$ cat config.mk
export PLATFORM = sky130hd
export DESIGN_NAME = pci_intr_ctrl
export DESIGN_NICKNAME = d
export VERILOG_FILES = /design/src/rtl/pci_intr_pkg.sv /design/src/rtl/pci_intr_throttle.sv /design/src/rtl/pci_intr_ctrl.sv
export SDC_FILE = /design/constraint.sdc
export NUM_CORES = 1
export LEC_CHECK = 0
export ABC_AREA = 1
export CAP_MARGIN = 20
export CORE_MARGIN = 5
export CORE_UTILIZATION = 46
export DETAILED_ROUTE_END_ITERATION = 8
export PLACE_DENSITY = 0.76
export REMOVE_ABC_BUFFERS = 1
export SKIP_CTS_REPAIR_TIMING = 1
export SYNTH_ARGS = -nofsm -noshare
export SYNTH_HDL_FRONTEND = slang
export SYNTH_HIERARCHICAL = 1
export SYNTH_SLANG_ARGS = --single-unit
$ cat constraint.sdc
create_clock -name CLK -period 1.7 [get_ports CLK]
set_clock_uncertainty 0.1 [all_clocks]
set_input_delay 0.34 -clock CLK [delete_from_list [all_inputs] [get_ports CLK]]
set_output_delay 0.34 -clock CLK [all_outputs]
set_load 0.01 [all_outputs]
$ cat src/rtl/pci_intr_pkg.sv
// Shared definitions for the PCI interrupt controller: register word indices
// and the bit-mask helper used to bound writable register fields.
package pci_intr_pkg;

    localparam int unsigned MAX_SRC = 32;
    localparam int unsigned REG_W   = 32;

    localparam logic [1:0] REG_STATUS   = 2'd0;
    localparam logic [1:0] REG_MASK     = 2'd1;
    localparam logic [1:0] REG_THROTTLE = 2'd2;
    localparam logic [1:0] REG_SET      = 2'd3;

    // Mask with the low n bits set; n is clipped at the register width.
    function automatic logic [REG_W-1:0] bit_mask(input int unsigned n);
        logic [REG_W-1:0] m;
        m = '0;
        for (int unsigned i = 0; i < REG_W; i++) begin
            if (i < n) m[i] = 1'b1;
        end
        return m;
    endfunction

endpackage

$ cat src/rtl/pci_intr_throttle.sv
// Hold-off counter and registered active-low interrupt output.
// The counter reloads on every INT_N 0->1 transition and suppresses reassertion until it drains.
module pci_intr_throttle #(
    parameter int unsigned THROTTLE_BITS = 16
) (
    input  logic                     CLK,
    input  logic                     RST,
    input  logic                     request,
    input  logic [THROTTLE_BITS-1:0] throttle,
    output logic                     INT_N
);

    logic [THROTTLE_BITS-1:0] cnt;
    logic                     int_n_next;

    assign int_n_next = ~(request & (cnt == '0));

    // Load on the edge that releases INT_N, so the new hold-off starts immediately.
    always_ff @(posedge CLK or posedge RST) begin
        if (RST) begin
            cnt   <= '0;
            INT_N <= 1'b1;
        end else begin
            INT_N <= int_n_next;
            if (!INT_N && int_n_next) begin
                cnt <= throttle;
            end else if (cnt != '0) begin
                cnt <= cnt - THROTTLE_BITS'(1);
            end
        end
    end

endmodule

$ cat src/rtl/pci_intr_ctrl.sv
// Multi-source interrupt controller: edge-latched pending bits, mask, hold-off, INT_N.
// Define PCI_INTR_SYNC_EN to add a two-flop synchroniser on src_req for asynchronous sources.
module pci_intr_ctrl
    import pci_intr_pkg::*;
#(
    parameter int unsigned NUM_SRC       = 8,
    parameter int unsigned THROTTLE_BITS = 16
) (
    input  logic               CLK,
    input  logic               RST,
    input  logic [NUM_SRC-1:0] src_req,
    input  logic               reg_valid,
    input  logic               reg_write,
    input  logic [1:0]         reg_addr,
    input  logic [REG_W-1:0]   reg_wdata,
    output logic               reg_ready,
    output logic [REG_W-1:0]   reg_rdata,
    output logic               INT_N
);

    localparam logic [REG_W-1:0] SRC_MSK = bit_mask(NUM_SRC);
    localparam logic [REG_W-1:0] THR_MSK = bit_mask(THROTTLE_BITS);

    logic [NUM_SRC-1:0] src_in;
    logic [NUM_SRC-1:0] src_q;
    logic [REG_W-1:0]   rise;
    logic [REG_W-1:0]   pending;
    logic [REG_W-1:0]   mask;
    logic [REG_W-1:0]   thr;
    logic               acc_q;
    logic [REG_W-1:0]   w1c_c;
    logic [REG_W-1:0]   set_c;
    logic [REG_W-1:0]   rdata_c;
    logic               request;

`ifdef PCI_INTR_SYNC_EN
    logic [NUM_SRC-1:0] sync1;
    logic [NUM_SRC-1:0] sync2;

    always_ff @(posedge CLK or posedge RST) begin
        if (RST) begin
            sync1 <= '0;
            sync2 <= '0;
        end else begin
            sync1 <= src_req;
            sync2 <= sync1;
        end
    end

    assign src_in = sync2;
`else
    assign src_in = src_req;
`endif

    assign rise = REG_W'(src_in & ~src_q);

    // Register write strobes; only valid in the completion cycle of an access.
    always_comb begin
        w1c_c = '0;
        set_c = '0;
        if (acc_q && reg_write) begin
            if (reg_addr == REG_STATUS) w1c_c = reg_wdata;
            if (reg_addr == REG_SET)    set_c = reg_wdata;
        end
    end

    always_comb begin
        rdata_c = '0;
        case (reg_addr)
            REG_STATUS:   rdata_c = pending;
            REG_MASK:     rdata_c = mask;
            REG_THROTTLE: rdata_c = thr;
            REG_SET:      rdata_c = pending & mask;
            default:      rdata_c = '0;
        endcase
    end

    // Hardware rise and software set both win over a same-cycle W1C.
    always_ff @(posedge CLK or posedge RST) begin
        if (RST) begin
            src_q   <= '0;
            pending <= '0;
        end else begin
            src_q   <= src_in;
            pending <= ((pending & ~w1c_c) | rise | set_c) & SRC_MSK;
        end
    end

    // Two-cycle access: acc_q marks the completion edge, blocking a re-trigger on it.
    always_ff @(posedge CLK or posedge RST) begin
        if (RST) begin
            acc_q     <= 1'b0;
            reg_ready <= 1'b0;
            reg_rdata <= '0;
            mask      <= '0;
            thr       <= '0;
        end else begin
            acc_q     <= reg_valid & ~acc_q;
            reg_ready <= acc_q;
            reg_rdata <= (acc_q && !reg_write) ? rdata_c : '0;
            if (acc_q && reg_write && reg_addr == REG_MASK) begin
                mask <= reg_wdata & SRC_MSK;
            end
            if (acc_q && reg_write && reg_addr == REG_THROTTLE) begin
                thr <= reg_wdata & THR_MSK;
            end
        end
    end

    assign request = |(pending & mask);

    pci_intr_throttle #(
        .THROTTLE_BITS (THROTTLE_BITS)
    ) u_throttle (
        .CLK      (CLK),
        .RST      (RST),
        .request  (request),
        .throttle (THROTTLE_BITS'(thr)),
        .INT_N    (INT_N)
    );

endmodule

=== After elaboration in Yosys (flattened, before gate mapping) ===
Cells that the tools add are included.

* Reduce and logical (&&, ||, !) cells: 12
* Add/sub/neg operators: 1
* Bitwise gates (word level): 11
* Multiplexer cells: 8
* Equality and inequality tests: 3

{| class="wikitable"
|+ Operators by type and width
! cell !! count
|-
| case mux 32 bit (4 select lines) || 1
|-
| 2-to-1 mux 16 bit || 2
|-
| 2-to-1 mux 32 bit || 1
|-
| 2-to-1 mux 8 bit || 4
|-
| OR reduction 32 bit || 1
|-
| AND 8 bit || 3
|-
| logical NOT 16 bit || 1
|-
| NOT 8 bit || 2
|-
| OR 8 bit || 2
|-
| nonzero test 16 bit || 1
|-
| subtractor 16 x 1 -> 16 bit, second input constant || 1
|-
| logical AND 1 bit || 5
|-
| equality test 2 bit, second input constant || 2
|-
| AND 1 bit || 2
|-
| equality test 2 x 1 -> 1 bit, second input constant || 1
|-
| logical NOT 1 bit || 2
|-
| logical NOT 2 bit || 1
|-
| NOT 1 bit || 2
|-
| nonzero test 2 bit || 1
|}

* Register bits after elaboration: 91
* Word-level logic and storage cells: 44
* Input port bits: 46

=== Depth between registers and ports, before layout ===
* Word-level depth: 7
* Mapped depth: 10
* Depth with buffers taken out: 9

=== Hierarchy ===
Netlist, hierarchy kept.

{| class="wikitable"
|+ Modules (own cells, without submodules)
! module !! cells each !! area an instance (sq um) !! seq. area each (sq um) !! instances
|-
| pci_intr_ctrl || 306 || 2575.0 || 1451.4 || 1
|-
| pci_intr_throttle || 167 || 1169.9 || 426.7 || 1
|}

=== Least setup slack after synthesis ===
No wires, ideal clock.

* Kind: reg2reg
* Start: reg u_throttle.cnt[0]
* End: reg u_throttle.cnt[1]
* Setup slack: 0.064 ns
* Arrival time: 1.412 ns
* Clock period less this slack: 1.636 ns
* Required time: 1.476 ns
* Buffers on the path: 1
* Cell stages (with the launch flop): 11
* Cell sequence: dfrtp_1 -> inv_1 -> ha_1 -> nand2_2 -> nor2_4 -> nand3_4 -> nand2_4 -> inv_2 -> buf_6 -> nand2_2 -> nand3_1

* Cells in the longest elaborated chain, start to end: 5
* Elaborated cells between the ends (all ways): 9

{| class="wikitable"
|+ RTL lines
! item !! RTL line !! RTL
|-
| from (decl) || pci_intr_throttle.sv:13 || <nowiki>logic [THROTTLE_BITS-1:0] cnt;</nowiki>
|-
| from (signal assigned) || pci_intr_throttle.sv:26 || <nowiki>cnt <= throttle;</nowiki>
|-
| from (signal assigned) || pci_intr_throttle.sv:28 || <nowiki>cnt <= cnt - THROTTLE_BITS'(1);</nowiki>
|-
| branches (longest 5 deep; another with subtractor 16 x 1 -> 16 bit) || -- ||
|}

Parallel ways; which one is timed is not known. The select of a mux whose other input is x is not followed.
A chain may end at the register's enable or synchronous reset.

=== Worst setup path after layout ===
* Start: reg reg_rdata[13]
* End: out reg_rdata[13]

{| class="wikitable"
|+ RTL lines
! item !! RTL line !! RTL
|-
| from (decl) || pci_intr_ctrl.sv:17 || <nowiki>output logic [REG_W-1:0] reg_rdata,</nowiki>
|-
| from (signal assigned) || pci_intr_ctrl.sv:100 || <nowiki>reg_rdata <= (acc_q && !reg_write) ? rdata_c : '0;</nowiki>
|}

No word-level cell between the ends.

==> reports/qor.yml <==
outcome:
  run_status: "complete, no violations"
power_and_ir_drop:
  ir_worst_vdd_uv: 794
  internal_power_mw: 3.65
  power.switching_mw: 1.89
  p_sw_share_pct: 34.1
  share_clk_of_total_power_pct: 26.0
  power_density_nw_per_um2: 1180
  comb_power_share_pct: 29.9
  total_leakage_power_nw: 2.41
  seqPwrFrac_pct: 44.2
  total_power_consumption_of_the_routed_design_mw: 5.53
floorplan:
  floorplan.initialDensity_pct: 46.3
  die_width_um: 100
  dieArea_um2: 10000
  ios: 80
  core.rowCount: 33
  chipHeight_um: 100
  core-area_um2: 8090
synthesis:
  synthAdderAreaFrac_pct: 0.334
  synth_area_um2: 3740
  synthesis.yosys.warnings: 6
  synth.yosys.seq_area_share_pct: 50.2
  yosys.area_share.simple_pct: 31.1
  yosys.area_share.xor_xnor_pct: 1.17
  synthMuxAreaShare_pct: 0
  synth_area_per_cell_um2: 7.92
  synth_unique_cells: 30
  synth_compound_gate_area_share_pct: 6.15
  yosys_register_bits: 75
  synth_top_area_share_pct: 49.4
  post_synth_main_area_contributors: "sky130_fd_sc_hd__dfrtp_1, sky130_fd_sc_hd__nand2_1, sky130_fd_sc_hd__nand3_1"
  synthDominantAreaCellType: "sky130_fd_sc_hd__dfrtp_1"
  dominant_combinational_cell_family_by_area_after_synthesis: "simple AND/OR/NAND/NOR gates"
  synthCells: 473
global_route:
  global_route.usage.total_pct: 17.1
  wire_length_of_the_first_global_routing_pass_mm: 13.9
  grt_start_max_net_pins: 59
  globalRouteOverflowTotal: 0
  antenna_violations_before_repair: 0
  via_count_of_the_first_global_routing_pass: 3189
worst_setup_path:
  crit_chain: "clkdlybuf4s50_1"
  cpPeakStageDelay_ps: 530
  cp.buffers_inverters: 1
  cp_max_fo: 1
  required_ps: 1260
  arrival_ps: 1220
  critical_path.endpoint_type: "output port"
  cp-start-kind: "register"
  timing.reg2reg.setup_slack_ps: 70
  critical_path.slowest_cell: "sky130_fd_sc_hd__clkdlybuf4s50_1"
  timing_worst_setup_path_type: "register to output port"
  timing.critical_path.max_delay_family: "buffers and inverters"
timing:
  timing.hold.ws_ps: 255
  postLayoutSetupSlackWorst_ps: 37.8
  final.min_clock_period_ps: 1660
  fmax_mhz: 602
  finalCritPeriodShare_pct: 97.8
  report.final.setup_viol: 0
  timing.final.hold_violations: 0
  slew_viol_final: 0
placement:
  portbufs: 47
  place_area_um2: 4430
  finalWeightedCongestion: 0.869
  place_hpwl_mm: 6.05
  pre_cts_slack_ps: -49.6
  placed_cells_incl_taps: 637
layout:
  finish.cell_count_without_fillers: 653
  fillers: 739
  design.final.nets: 590
  synthToLayoutAreaGrowth_pct: 25.2
  ant_diodes: 0
  post_route_cells_drive_above_1_share_pct: 13.9
  final_cell_area_um2: 4690
cts:
  cts_root_buffer: "sky130_fd_sc_hd__clkbuf_8"
  clkLatencyLatePin_ps: 340
  cts_max_path_buffers: 2
  cts_made_buffers: 9
  tritoncts: "done"
  cts_max_level: 3
  clk_pin_slew_worst_paths_ps: 80
  clock_sink_count: 75
drt:
  wl_per_cell_um: 12.3
  vias: 3103
  post_dr_vias_cell: 4.75
  drtAntennaViolNets: 0
  detail_route.iter0.violations: 151
  route.final.wire_length_mm: 8.01
  first_pass_iters: 5
  drc: 0
min_path:
  class_of_the_tightest_hold_or_removal_check: "input pin to asynchronous set/reset pin"
run:
  max_cap_viol_count: 0
==> metal layers <==
| layer | GRT usage [%] | vias to the layer above | wire, µm |
|---|---|---|---|
| met5 | 0 | - | 0 |
| met4 | 6.63 | 0 | 175 |
| met3 | 3.82 | 15 | 296 |
| met2 | 29.3 | 74 | 4130 |
| met1 | 20.9 | 1430 | 3410 |
| li1 | - | 1584 | - |
==> sequential cells by signal (all words and copies together), names as in the netlist <==
name	count
acc_q	1
mask	8
pending	8
reg_rdata	16
reg_ready	1
src_q	8
thr	16
u_throttle/INT_N	1
u_throttle/cnt	16
==> placed cells by master, fill, tap and decap left out, types with 2 or more instances in the layout <==
cell type | netlist | routed
sky130_fd_sc_hd__nand2_1 | 154 | 153
sky130_fd_sc_hd__dfrtp_1 | 74 | 74
sky130_fd_sc_hd__nand3_1 | 56 | 56
sky130_fd_sc_hd__inv_1 | 51 | 50
sky130_fd_sc_hd__clkdlybuf4s50_1 | 0 | 44
sky130_fd_sc_hd__nor2_1 | 41 | 39
sky130_fd_sc_hd__buf_4 | 18 | 23
sky130_fd_sc_hd__conb_1 | 1 | 16
sky130_fd_sc_hd__o21ai_0 | 13 | 13
sky130_fd_sc_hd__clkbuf_8 | 0 | 12
sky130_fd_sc_hd__a21oi_1 | 11 | 11
sky130_fd_sc_hd__o21ai_2 | 7 | 7
sky130_fd_sc_hd__nor2_4 | 3 | 5
sky130_fd_sc_hd__inv_2 | 4 | 4
sky130_fd_sc_hd__nand2_2 | 4 | 4
sky130_fd_sc_hd__nor2_2 | 4 | 4
sky130_fd_sc_hd__xor2_1 | 4 | 4
sky130_fd_sc_hd__o21ai_1 | 3 | 3
sky130_fd_sc_hd__dlymetal6s2s_1 | 0 | 3
sky130_fd_sc_hd__buf_12 | 0 | 3
sky130_fd_sc_hd__a21oi_2 | 3 | 3
sky130_fd_sc_hd__nand3_2 | 2 | 2
sky130_fd_sc_hd__nand2_4 | 1 | 2
==> metrics by stage <==
stage,setup TNS [ps],util [%]
floorplan,-9740,-
global placement,-13.3,54.7
detailed placement,-526,54.7
CTS,-274,57.4
global route,-2.43,57.9
finish,0,57.9
==> final cells by class <==
class	instances	area, µm²	area share [%]
Sequential cell	75	1880	40.1
Clock inverter	3	43.8	0.934
Tap cell	105	131	2.80
Clock buffer	13	169	3.60
Inverter	55	209	4.46
Timing Repair Buffer	73	711	15.2
Multi-Input combinational cell	329	1550	33.0
==> synth_stat cells, drive strengths merged <==
library cell and number:
a21oi 14, inv 55, nand2 159, xor2 4, ha 1, o21ai 23
and3 1, dfrtp 74, nor2 48, dfstp 1, buf 26, o21bai 1
conb 1, nand3 59, nand3b 1, xnor2 1, nand4 1, clkbuf 3
==> power groups by stage <==
| stage | clock [mW] | combinational (mW) | sequential [mW] |
|---|---|---|---|
| 6_report | 1.44 | 1.65 | 2.44 |
| 5_1_grt | 1.54 | 1.89 | 2.49 |
| 4_1_cts | 1.47 | 1.59 | 2.43 |
| 3_5_place_dp | 0 | 1.58 | 2.47 |
| 3_3_place_gp | 0 | 1.52 | 2.44 |
| 2_1_floorplan | 0 | 1.07 | 2.40 |
==> worst paths after layout <==
path | startpoint | to | cells past startpoint
max in group asynchronous | RST | pending[7] | 3
min | RST | u_throttle/cnt[14] | 3
min in group CLK | acc_q | reg_ready | 0
max | reg_rdata[13] | reg_rdata[13] | 1
max reg2reg | pending[1] | u_throttle/cnt[0] | 8
min reg2reg | acc_q | reg_ready | 0
==> cells by family after synthesis <==
family,Yosys count
DFF,75
AOI/OAI and AO/OA,38
and+or+nand+nor,269
xor gates and xnor gates,5
adders and majority gates,1
buffers and inverters,84
other,1
No activity file was read; power rests on OpenSTA's default activity.
